==> src/rtl/ps2_rx_fifo.sv <==
// PS/2 device-to-host receiver with glitch filter, frame checks, RX FIFO and 32-bit regs.
// Define PS2_RX_TIMEOUT_EN to build the stalled-frame timeout abort.
module ps2_rx_fifo #(
  parameter int FIFO_DEPTH     = 8,
  parameter int FILTER_LEN     = 8,
  parameter int TIMEOUT_CYCLES = 100000
) (
  input  logic        i_Clk,
  input  logic        i_Rst,
  input  logic        i_Ps2Clk,
  input  logic        i_Ps2Sda,
  input  logic        i_WEnable,
  input  logic [31:0] i_WAddr,
  input  logic [31:0] i_WData,
  input  logic        i_REnable,
  input  logic [31:0] i_RAddr,
  output logic [31:0] o_RData,
  output logic        o_Err,
  output logic        o_Irq
);

  localparam int AW = $clog2(FIFO_DEPTH);
  localparam int CW = AW + 1;
  localparam int FW = $clog2(FILTER_LEN);

  typedef enum logic [1:0] {
    S_IDLE, S_DATA, S_PAR, S_STOP
  } state_t;

  logic [1:0]    r_clk_sync, r_sda_sync;
  logic [FW-1:0] r_clk_cnt, r_sda_cnt;
  logic          r_clk_f, r_sda_f, r_clk_d;
  logic          w_fall;

  state_t        r_state;
  logic [2:0]    r_bit;
  logic [7:0]    r_shift;
  logic          r_par;
  logic          r_push, r_perr_set, r_ferr_set;
  logic          w_tout;

  logic          r_en, r_irq_en;
  logic          r_ovf, r_perr, r_ferr;
  logic [7:0]    r_mem [FIFO_DEPTH];
  logic [AW-1:0] r_wptr, r_rptr;
  logic [CW-1:0] r_count;

  logic          w_wr_ctrl, w_wr_stat, w_rd_data;
  logic          w_empty, w_full, w_pop, w_flush;
  logic          w_push_ok, w_ovf_set;
  logic [2:0]    w_w1c;
  logic          w_unused;

  always_ff @(posedge i_Clk or negedge i_Rst) begin
    if (!i_Rst) begin
      r_clk_sync <= 2'b11;
      r_sda_sync <= 2'b11;
    end else begin
      r_clk_sync <= {r_clk_sync[0], i_Ps2Clk};
      r_sda_sync <= {r_sda_sync[0], i_Ps2Sda};
    end
  end

  // A new level is taken only after FILTER_LEN consecutive samples of it
  always_ff @(posedge i_Clk or negedge i_Rst) begin
    if (!i_Rst) begin
      r_clk_cnt <= '0;
      r_clk_f   <= 1'b1;
      r_clk_d   <= 1'b1;
    end else begin
      r_clk_d <= r_clk_f;
      if (r_clk_sync[1] == r_clk_f) begin
        r_clk_cnt <= '0;
      end else if (r_clk_cnt == FW'(FILTER_LEN - 1)) begin
        r_clk_f   <= r_clk_sync[1];
        r_clk_cnt <= '0;
      end else begin
        r_clk_cnt <= r_clk_cnt + 1'b1;
      end
    end
  end

  always_ff @(posedge i_Clk or negedge i_Rst) begin
    if (!i_Rst) begin
      r_sda_cnt <= '0;
      r_sda_f   <= 1'b1;
    end else if (r_sda_sync[1] == r_sda_f) begin
      r_sda_cnt <= '0;
    end else if (r_sda_cnt == FW'(FILTER_LEN - 1)) begin
      r_sda_f   <= r_sda_sync[1];
      r_sda_cnt <= '0;
    end else begin
      r_sda_cnt <= r_sda_cnt + 1'b1;
    end
  end

  assign w_fall = r_clk_d & ~r_clk_f;

`ifdef PS2_RX_TIMEOUT_EN
  localparam int TW = $clog2(TIMEOUT_CYCLES + 1);
  logic [TW-1:0] r_tcnt;

  always_ff @(posedge i_Clk or negedge i_Rst) begin
    if (!i_Rst) begin
      r_tcnt <= '0;
    end else if (r_state == S_IDLE || w_fall || !r_en) begin
      r_tcnt <= '0;
    end else begin
      r_tcnt <= r_tcnt + 1'b1;
    end
  end

  assign w_tout = (r_tcnt == TW'(TIMEOUT_CYCLES - 1)) &&
                  (r_state != S_IDLE) && !w_fall;
`else
  assign w_tout = 1'b0;
`endif

  always_ff @(posedge i_Clk or negedge i_Rst) begin
    if (!i_Rst) begin
      r_state    <= S_IDLE;
      r_bit      <= '0;
      r_shift    <= '0;
      r_par      <= 1'b0;
      r_push     <= 1'b0;
      r_perr_set <= 1'b0;
      r_ferr_set <= 1'b0;
    end else begin
      r_push     <= 1'b0;
      r_perr_set <= 1'b0;
      r_ferr_set <= 1'b0;
      if (!r_en) begin
        r_state <= S_IDLE;
      end else if (w_tout) begin
        r_state    <= S_IDLE;
        r_ferr_set <= 1'b1;
      end else if (w_fall) begin
        unique case (r_state)
          S_IDLE: begin
            if (!r_sda_f) begin
              r_state <= S_DATA;
              r_bit   <= '0;
            end
          end
          S_DATA: begin
            r_shift <= {r_sda_f, r_shift[7:1]};
            r_bit   <= r_bit + 1'b1;
            if (r_bit == 3'd7) r_state <= S_PAR;
          end
          S_PAR: begin
            r_par   <= ^{r_shift, r_sda_f};
            r_state <= S_STOP;
          end
          S_STOP: begin
            r_state <= S_IDLE;
            if (r_sda_f && r_par) begin
              r_push <= 1'b1;
            end else begin
              r_perr_set <= ~r_par;
              r_ferr_set <= ~r_sda_f;
            end
          end
          default: r_state <= S_IDLE;
        endcase
      end
    end
  end

  assign w_wr_ctrl = i_WEnable & (i_WAddr[3:2] == 2'd0);
  assign w_wr_stat = i_WEnable & (i_WAddr[3:2] == 2'd1);
  assign w_rd_data = i_REnable & (i_RAddr[3:2] == 2'd2);
  assign w_empty   = (r_count == '0);
  assign w_full    = (r_count == CW'(FIFO_DEPTH));
  assign w_pop     = w_rd_data & ~w_empty;
  assign w_flush   = w_wr_ctrl & i_WData[2];
  // A pop in the same cycle frees the slot for a push into a full FIFO
  assign w_push_ok = r_push & (~w_full | w_pop);
  assign w_ovf_set = r_push & w_full & ~w_pop & ~w_flush;
  assign w_w1c     = w_wr_stat ? i_WData[4:2] : 3'b000;

  always_ff @(posedge i_Clk) begin
    if (w_push_ok && !w_flush) r_mem[r_wptr] <= r_shift;
  end

  always_ff @(posedge i_Clk or negedge i_Rst) begin
    if (!i_Rst) begin
      r_wptr  <= '0;
      r_rptr  <= '0;
      r_count <= '0;
    end else if (w_flush) begin
      r_wptr  <= '0;
      r_rptr  <= '0;
      r_count <= '0;
    end else begin
      if (w_push_ok) r_wptr <= r_wptr + 1'b1;
      if (w_pop) r_rptr <= r_rptr + 1'b1;
      r_count <= r_count + CW'(w_push_ok) - CW'(w_pop);
    end
  end

  always_ff @(posedge i_Clk or negedge i_Rst) begin
    if (!i_Rst) begin
      r_en     <= 1'b0;
      r_irq_en <= 1'b0;
      r_ovf    <= 1'b0;
      r_perr   <= 1'b0;
      r_ferr   <= 1'b0;
    end else begin
      if (w_wr_ctrl) begin
        r_en     <= i_WData[0];
        r_irq_en <= i_WData[1];
      end
      r_ovf  <= (r_ovf & ~w_w1c[0]) | w_ovf_set;
      r_perr <= (r_perr & ~w_w1c[1]) | r_perr_set;
      r_ferr <= (r_ferr & ~w_w1c[2]) | r_ferr_set;
    end
  end

  always_ff @(posedge i_Clk or negedge i_Rst) begin
    if (!i_Rst) begin
      o_RData <= '0;
    end else if (i_REnable) begin
      unique case (i_RAddr[3:2])
        2'd0: o_RData <= {30'b0, r_irq_en, r_en};
        2'd1: o_RData <= {17'b0, 7'(r_count), 3'b0,
                          r_ferr, r_perr, r_ovf, w_full, w_empty};
        2'd2: o_RData <= w_empty ? 32'b0 :
                         {23'b0, 1'b1, r_mem[r_rptr]};
        default: o_RData <= '0;
      endcase
    end
  end

  assign o_Irq = r_irq_en & ~w_empty;
  assign o_Err = r_ovf | r_perr | r_ferr;

  assign w_unused = ^{i_WAddr[31:4], i_WAddr[1:0], i_RAddr[31:4],
                      i_RAddr[1:0], i_WData[31:5], 32'(TIMEOUT_CYCLES)};

endmodule

==> config.mk <==
export PLATFORM = sky130hd
export DESIGN_NAME = ps2_rx_fifo
export DESIGN_NICKNAME = d
export VERILOG_FILES = /design/src/rtl/ps2_rx_fifo.sv
export SDC_FILE = /design/constraint.sdc
export NUM_CORES = 1
export LEC_CHECK = 0
export BUFFER_PORTS_ARGS = -buffer_cell sky130_fd_sc_hd__buf_4
export CAP_MARGIN = 15
export CORE_MARGIN = 4
export CORE_UTILIZATION = 50
export DETAILED_ROUTE_END_ITERATION = 10
export HOLD_SLACK_MARGIN = 0.02
export PLACE_DENSITY = 0.82
export SETUP_SLACK_MARGIN = 0.15
export SYNTH_ARGS = -nofsm -noshare
export SYNTH_HDL_FRONTEND = slang
export SYNTH_SLANG_ARGS = --single-unit
==> constraint.sdc <==
create_clock -name i_Clk -period 4.13 [get_ports i_Clk]
set_clock_uncertainty 0.15 [all_clocks]
set_input_delay 0.2065 -clock i_Clk [delete_from_list [all_inputs] [get_ports i_Clk]]
set_output_delay 0.2065 -clock i_Clk [all_outputs]
set_load 0.005 [all_outputs]
==> run_results.csv, run 1 <==
group,metric,value,unit
placed_design,hpwl,6130,um
critical_path,rr_worst_depth,10,
final_layout,n_antenna_cell,0,
synth,ys_types,48,
run_status,status,"finished clean",
timing,fin_crit,2840,ps
timing,setup_tns,0,ps
clock_tree,clock_sinks,121,
hold_path,hp-class,"input port to flip-flop",
pwr,p_per_area,541,nW/um^2
pwr,leakagePower,0.00260,uW
pwr,max-vdd-ir-drop,0.237,mV
critical_path,setup.worst_path.end,"r_count[2]$_DFF_PN0_",
critical_path,arrival,3070,ps
grt,grt_max_degree,58,
routing,wl,10300,um
floorplanning,boundaryPins,136,
synth,yosys_most_used_dff,"edfxtp_1",
synth,yosysWarningCount,0,
final_layout,fill_cells,730,
critical_path,reg2reg_slack,1290,ps
grt,grt_first_pass_wirelength,16900,um
clock_tree,cts_setup_buffers,0,
routing,dr_total_vias,3013,
final_layout,area_delta_synth_final,19.3,%
critical_path,worstSetupPathType,"flip-flop to flip-flop",
grt,antenna_found_initial,0,
routing,firstDrtPassIters,4,
floorplanning,start_util,51.3,%
critical_path,cp-startpoint,"r_count[2]$_DFF_PN0_",
synth,synth_area,5270,um^2
synth,yosys_register_bits,121,
clock_tree,cts_resized,0,
synth,synth_edf_count,64,
critical_path,timing.rr.end,"r_count[2]$_DFF_PN0_",
synth,synth-seq-area-share,63.7,%
timing,post-route-period-util,68.8,%
floorplanning,dieArea,12200,um^2
floorplanning,die_y,111,um
placed_design,dp_slack,1330,ps
clock_tree,root_buffer,"clkbuf_8",
grt,grtUsageTotal,18.0,%
timing,hold_slack,101,ps
timing,tightest_slew,968,ps
final_layout,final_area,6290,um^2
final_layout,nets,524,
clock_tree,cts.clk_slew.worst_paths,60,ps
timing,grt_setup_unrepaired,"false",
routing,drcViolationCount,0,
routing,drtAntennaViolNets,0,
timing,max-slew-margin-rel,35.3,%
grt,grt_pass1_vias,3252,
critical_path,required,4360,ps
clock_tree,clk_latency,510,ps
grt,gr-total-overflow,0,
critical_path,cp-start-kind,"flip-flop",
floorplanning,core.rowCount,37,
timing,setup_viol_count_final,0,
routing,first_iter_violations,157,
clock_tree,cts_buffers,17,
placed_design,placed_cell_area,5510,um^2
floorplanning,die_w,111,um
placed_design,port_buffers,28,
synth,syn_avg_cell_area,15.3,um^2
critical_path,end_kind,"flip-flop",
critical_path,r2r_start,"r_count[2]$_DFF_PN0_",
synth,async_flop_share,47.1,%
timing,fin_ws,1290,ps
run,cap_viol_max_count,0,
routing,via_per_inst,5.46,
timing,fmax,0.352,GHz
final_layout,drive_above_1_share,25.5,%
clock_tree,cts_tree,"done",
synth,postSynthCellCount,345,
timing,maxSlewViolCount,0,
clock_tree,cts_buffer_depth,2,
clock_tree,cts_max_level,4,
pwr,power,3400,uW
floorplanning,core,10300,um^2
critical_path,worst-path-max-fanout,14,
routing,wl_per_cell,18.7,um
timing,hold_viol,0,
placed_design,gp_congestion,0.834,
## flip-flops by register name, summed over array words and instances, names as in the netlist
register / count
r_sda_sync: 2
r_mem: 64
r_par: 1
r_ferr_set: 1
o_RData: 12
r_clk_cnt: 3
r_shift: 8
r_ovf: 1
r_rptr: 3
r_sda_cnt: 3
r_push: 1
r_clk_d: 1
r_bit: 3
r_clk_f: 1
r_state: 2
r_wptr: 3
r_clk_sync: 2
r_perr_set: 1
r_ferr: 1
r_count: 4
r_perr: 1
r_sda_f: 1
r_irq_en: 1
r_en: 1
## per-stage QoR
stage | utilization, % | cells
2_1_floorplan | - | 364
3_3_place_gp | 53.6 | 499
3_5_place_dp | 53.6 | 499
4_1_cts | 61.2 | 552
5_1_grt | 61.2 | 552
6_report | 61.2 | 552
## layout make-up
type	instances	area [um^2]	share of cell area, %
flip-flops and latches	121	3360	53.4
multi-input cells	197	1700	27.1
repair buffers	50	428	6.81
clock buffers	18	418	6.65
well taps	136	170	2.71
clock inverters	14	149	2.37
inverters	16	60.1	0.955
## synthesized netlist by cell type (3+ instances only)
cell | instances | share of area (%)
nand2b_1 | 6 | 0.71
o221ai_1 | 5 | 0.83
mux2i_1 | 11 | 2.1
xnor2_1 | 8 | 1.3
nor2_1 | 22 | 1.6
nand4b_1 | 3 | 0.50
mux4_2 | 16 | 6.8
a21o_1 | 3 | 0.43
o21ai_0 | 5 | 0.47
nand2_1 | 10 | 0.71
and2_1 | 6 | 0.71
buf_4 | 21 | 3.0
clkbuf_1 | 3 | 0.21
mux2_2 | 14 | 3.0
dfrtp_1 | 50 | 24
inv_1 | 16 | 1.1
dfstp_2 | 7 | 3.5
nand3_1 | 7 | 0.67
o22ai_1 | 3 | 0.36
buf_6 | 3 | 0.64
edfxtp_1 | 64 | 36
a21oi_1 | 4 | 0.38
buf_2 | 3 | 0.28
xor2_1 | 5 | 0.83
nor3_1 | 3 | 0.28
ha_1 | 18 | 4.3
nor3b_1 | 3 | 0.43
## how the worst min path moves through the flow
stage,start,end,slack (ps),depth (start not counted)
floorplan,i_Rst,o_RData[0]$_DFFE_PN0P_,-240,0
detailed placement,i_Rst,r_shift[6]$_DFFE_PN0P_,170,1
CTS,i_WAddr[2],r_perr$_DFF_PN0_,70,4
global route,i_WAddr[2],r_perr$_DFF_PN0_,100,4
finish,i_WAddr[2],r_perr$_DFF_PN0_,100,4
global placement,i_Rst,r_sda_cnt[2]$_DFF_PN0_,150,1
## report_power, final
| part | internal [uW] | leakage, uW | switching (uW) |
|---|---|---|---|
| logic | 278 | 0.000993 | 196 |
| clock network | 860 | 0.000268 | 531 |
| registers | 1370 | 0.00134 | 165 |
## layout by cell type (no fill, tap or decap), drive strengths merged, types with 4 or more instances in the layout
master,synthesis,layout
edfxtp,64,64
dfrtp,50,50
buf,27,29
nor2,22,22
dlygate4sd3,0,21
conb,1,20
inv,16,19
ha,18,18
clkbuf,3,18
mux4,16,16
mux2,14,14
mux2i,11,11
nand2,11,11
xnor2,8,8
nand3,7,7
dfstp,7,7
and2,6,6
nand2b,6,6
xor2,5,5
o21ai,5,5
o221ai,5,5
clkinv,0,5
a21oi,4,4
clkinvlp,0,4
nor3,4,4
## timing repair
action | CTS | global route
endpoints found under the setup margin | 0 | 0
endpoints found under the hold margin | 71 | 0
hold buffers | 21 | 0
## kinds of logic (layout without fill, tap and decap cells)
logic type | count (synthesis) | count (layout) | synth area share [%]
buffers and inverters | 46 | 98 | 5.27
multiplexers | 41 | 41 | 11.9
XOR/XNOR | 14 | 14 | 2.59
AND/OR/NAND/NOR | 75 | 75 | 8.00
flip-flops | 121 | 121 | 63.7
other | 1 | 20 | 0.0712
adder cells (fa/ha/maj) | 19 | 19 | 4.66
AO/OA/AOI/OAI | 28 | 28 | 3.75
## worst max-delay path, stage by stage (launching register included)
cell,delay (ps)
dfrtp_1,380
inv_1,100
ha_1,200
or3b_2,510
nand4_2,300
or2_2,220
nand2_1,60
ha_1,200
fa_1,380
xnor2_1,160
nor2_1,60
## per-layer routing
layer / global-route usage (%) / wire [um] / vias up
li1: - / - / 1339
met1: 20.3 / 3940 / 1532
met2: 31.1 / 5430 / 113
met3: 5.48 / 606 / 29
met4: 8.46 / 329 / 0
met5: 0 / 0 / -
Note: power is estimated with default switching activity, not from simulation.
==> inputs of run 2 (changes only) <==
Settings changed: CORE_UTILIZATION 50 to 48.
Clock period 4.13 ns to 2.3 ns, I/O delays scaled along.
==> run 2 against run 1 <==
The run now ends with negative setup slack left. First-iteration DRC count increased by 51%. Flip-flop and latch count unchanged. Clock power increased by 78%. Die area increased by 3.9%. Fmax increased by 12%.
==> run_results.csv, run 2 (synthesis gave the netlist of run 1 again) <==
group,metric,value,unit
hold_path,hp-class,"input port to async pin",
floorplanning,boundaryPins,136,
floorplanning,die_w,113,um
routing,wl_met3,836,um
clock_tree,cts_max_level,4,
critical_path,cp-start-kind,"flip-flop",
critical_path,worstSetupPathType,"flip-flop to flip-flop",
pwr,leakagePower,0.00276,uW
final_layout,largest_register,"r_mem",
final_layout,area_delta_synth_final,27.4,%
final_layout,mostFrequentLayoutCell,"edfxtp_1",
critical_path,end_kind,"flip-flop",
critical_path,rr_worst_depth,8,
grt,grt_max_degree,58,
routing,dr_total_vias,3144,
timing,hold_slack,18.9,ps
final_layout,largest_register_ffs,64,
grt,grt_first_pass_wirelength,17600,um
timing,post-route-period-util,110,%
final_layout,reg.largest.list,"r_mem x64, o_RData x12, r_shift x8",
routing,via_per_inst,5.43,
final_layout,nets,551,
grt,grtUsageTotal,18.4,%
routing,met2RoutedLength,5990,um
routing,firstDrtPassIters,4,
final_layout,mostFrequentLayoutCells,"64 x edfxtp_1, 50 x dfrtp_1, 42 x buf_4",
routing,wl_per_cell,19.2,um
critical_path,arrival,2620,ps
placed_design,gp_congestion,0.799,
timing,grt_setup_unrepaired,"true",
placed_design,port_buffers,28,
timing,fin_ws,-240,ps
routing,drtAntennaViolNets,0,
routing,top_layer_used,"met4",
routing,wl,11100,um
routing,drcViolationCount,0,
timing,fmax,0.394,GHz
run_status,status,"finished, violations left",
pwr,p_per_area,954,nW/um^2
timing,tightest_slew,838,ps
timing,maxSlewViolCount,0,
run,cap_viol_max_count,0,
clock_tree,root_buffer,"clkbuf_8",
critical_path,reg2reg_slack,-240,ps
final_layout,drive_above_1_share,34.1,%
clock_tree,cts_tree,"done",
floorplanning,dieArea,12700,um^2
routing,first_iter_violations,237,
timing,setup_viol_count_final,42,
floorplanning,start_util,50.1,%
timing,max-slew-margin-rel,44.2,%
clock_tree,cts.clk_slew.worst_paths,60,ps
floorplanning,core,10500,um^2
placed_design,dp_slack,-184,ps
clock_tree,cts_buffers,17,
pwr,max-vdd-ir-drop,0.562,mV
critical_path,required,2380,ps
placed_design,hpwl,6390,um
clock_tree,clk_latency,520,ps
final_layout,n_antenna_cell,0,
timing,hold_viol,0,
floorplanning,die_y,113,um
run_status,violations,"negative setup slack",
critical_path,worst-path-max-fanout,4,
clock_tree,cts_buffer_depth,2,
timing,fin_crit,2540,ps
grt,grt_pass1_vias,3326,
clock_tree,clock_sinks,121,
grt,antenna_found_initial,0,
floorplanning,core.rowCount,37,
grt,gr-total-overflow,0,
routing,drt-met1-wl,4050,um
## run 2: layout make-up
cell class	count	area, um^2
Clock buffer	23	457
Clock inverter	9	98.8
Sequential cell	121	3360
Timing Repair Buffer	77	709
Fill cell	692	3800
Inverter	16	60.1
Tap cell	136	170
Multi-Input combinational cell	197	1860
## run 2: per-stage QoR
| stage | std cells | util, % | TNS [ps] | instance area, um^2 | total power [uW] |
|---|---|---|---|---|---|
| final | 579 | 63.9 | -6780 | 6710 | 6400 |
| after global routing | 579 | 63.9 | -8710 | 6710 | 6740 |
| after CTS | 574 | 62.7 | -5180 | 6590 | 6340 |
| after detailed placement | 515 | 54.4 | -7420 | 5720 | 3720 |
| after global placement | 515 | 54.4 | -3630 | 5720 | 3660 |
| after floorplan | 364 | - | -8.73 | 5390 | 3410 |
## run 2: per-layer routing
layer  GRT usage, %  vias to the layer above
met2           31.2                      141
met5              0                        -
met1           21.7                     1585
li1               -                     1398
met3           5.61                       20
met4           8.25                        0
## run 2: report_power, final
part | leakage, uW | internal (uW) | switching [uW]
combinational | 0.00115 | 694 | 550
clock | 0.000269 | 1580 | 896
sequential | 0.00134 | 2460 | 221
## run 2: worst paths after layout
path / start / end
max: r_count[3]$_DFF_PN0_ / r_mem[0][6]$_DFFE_PP_
min reg2reg: r_sda_sync[0]$_DFF_PN1_ / r_sda_sync[1]$_DFF_PN1_
max in group asynchronous: i_Rst / r_rptr[2]$_DFFE_PN0P_
min in group i_Clk: i_WAddr[2] / r_count[2]$_DFF_PN0_
max reg2reg: r_count[3]$_DFF_PN0_ / r_mem[0][6]$_DFFE_PP_
min: i_Rst / r_sda_cnt[1]$_DFF_PN0_
## run 2: critical path, cell delays in order, from the launching register on
cell	delay [ps]
dfrtp_1	350
inv_1	80
ha_4	160
and4bb_2	360
nor2_4	60
buf_6	110
or4b_4	550
nor3_4	250
buf_6	170
## run 2: timing repair
action / in CTS / in global routing
pin swaps: 6 / 14
gates resized for setup: 16 / 19
setup endpoints to repair: 68 / 71
hold buffers: 21 / 0
gates cloned: 0 / 0
endpoints found under the hold margin: 86 / 0
setup buffers: 6 / 5
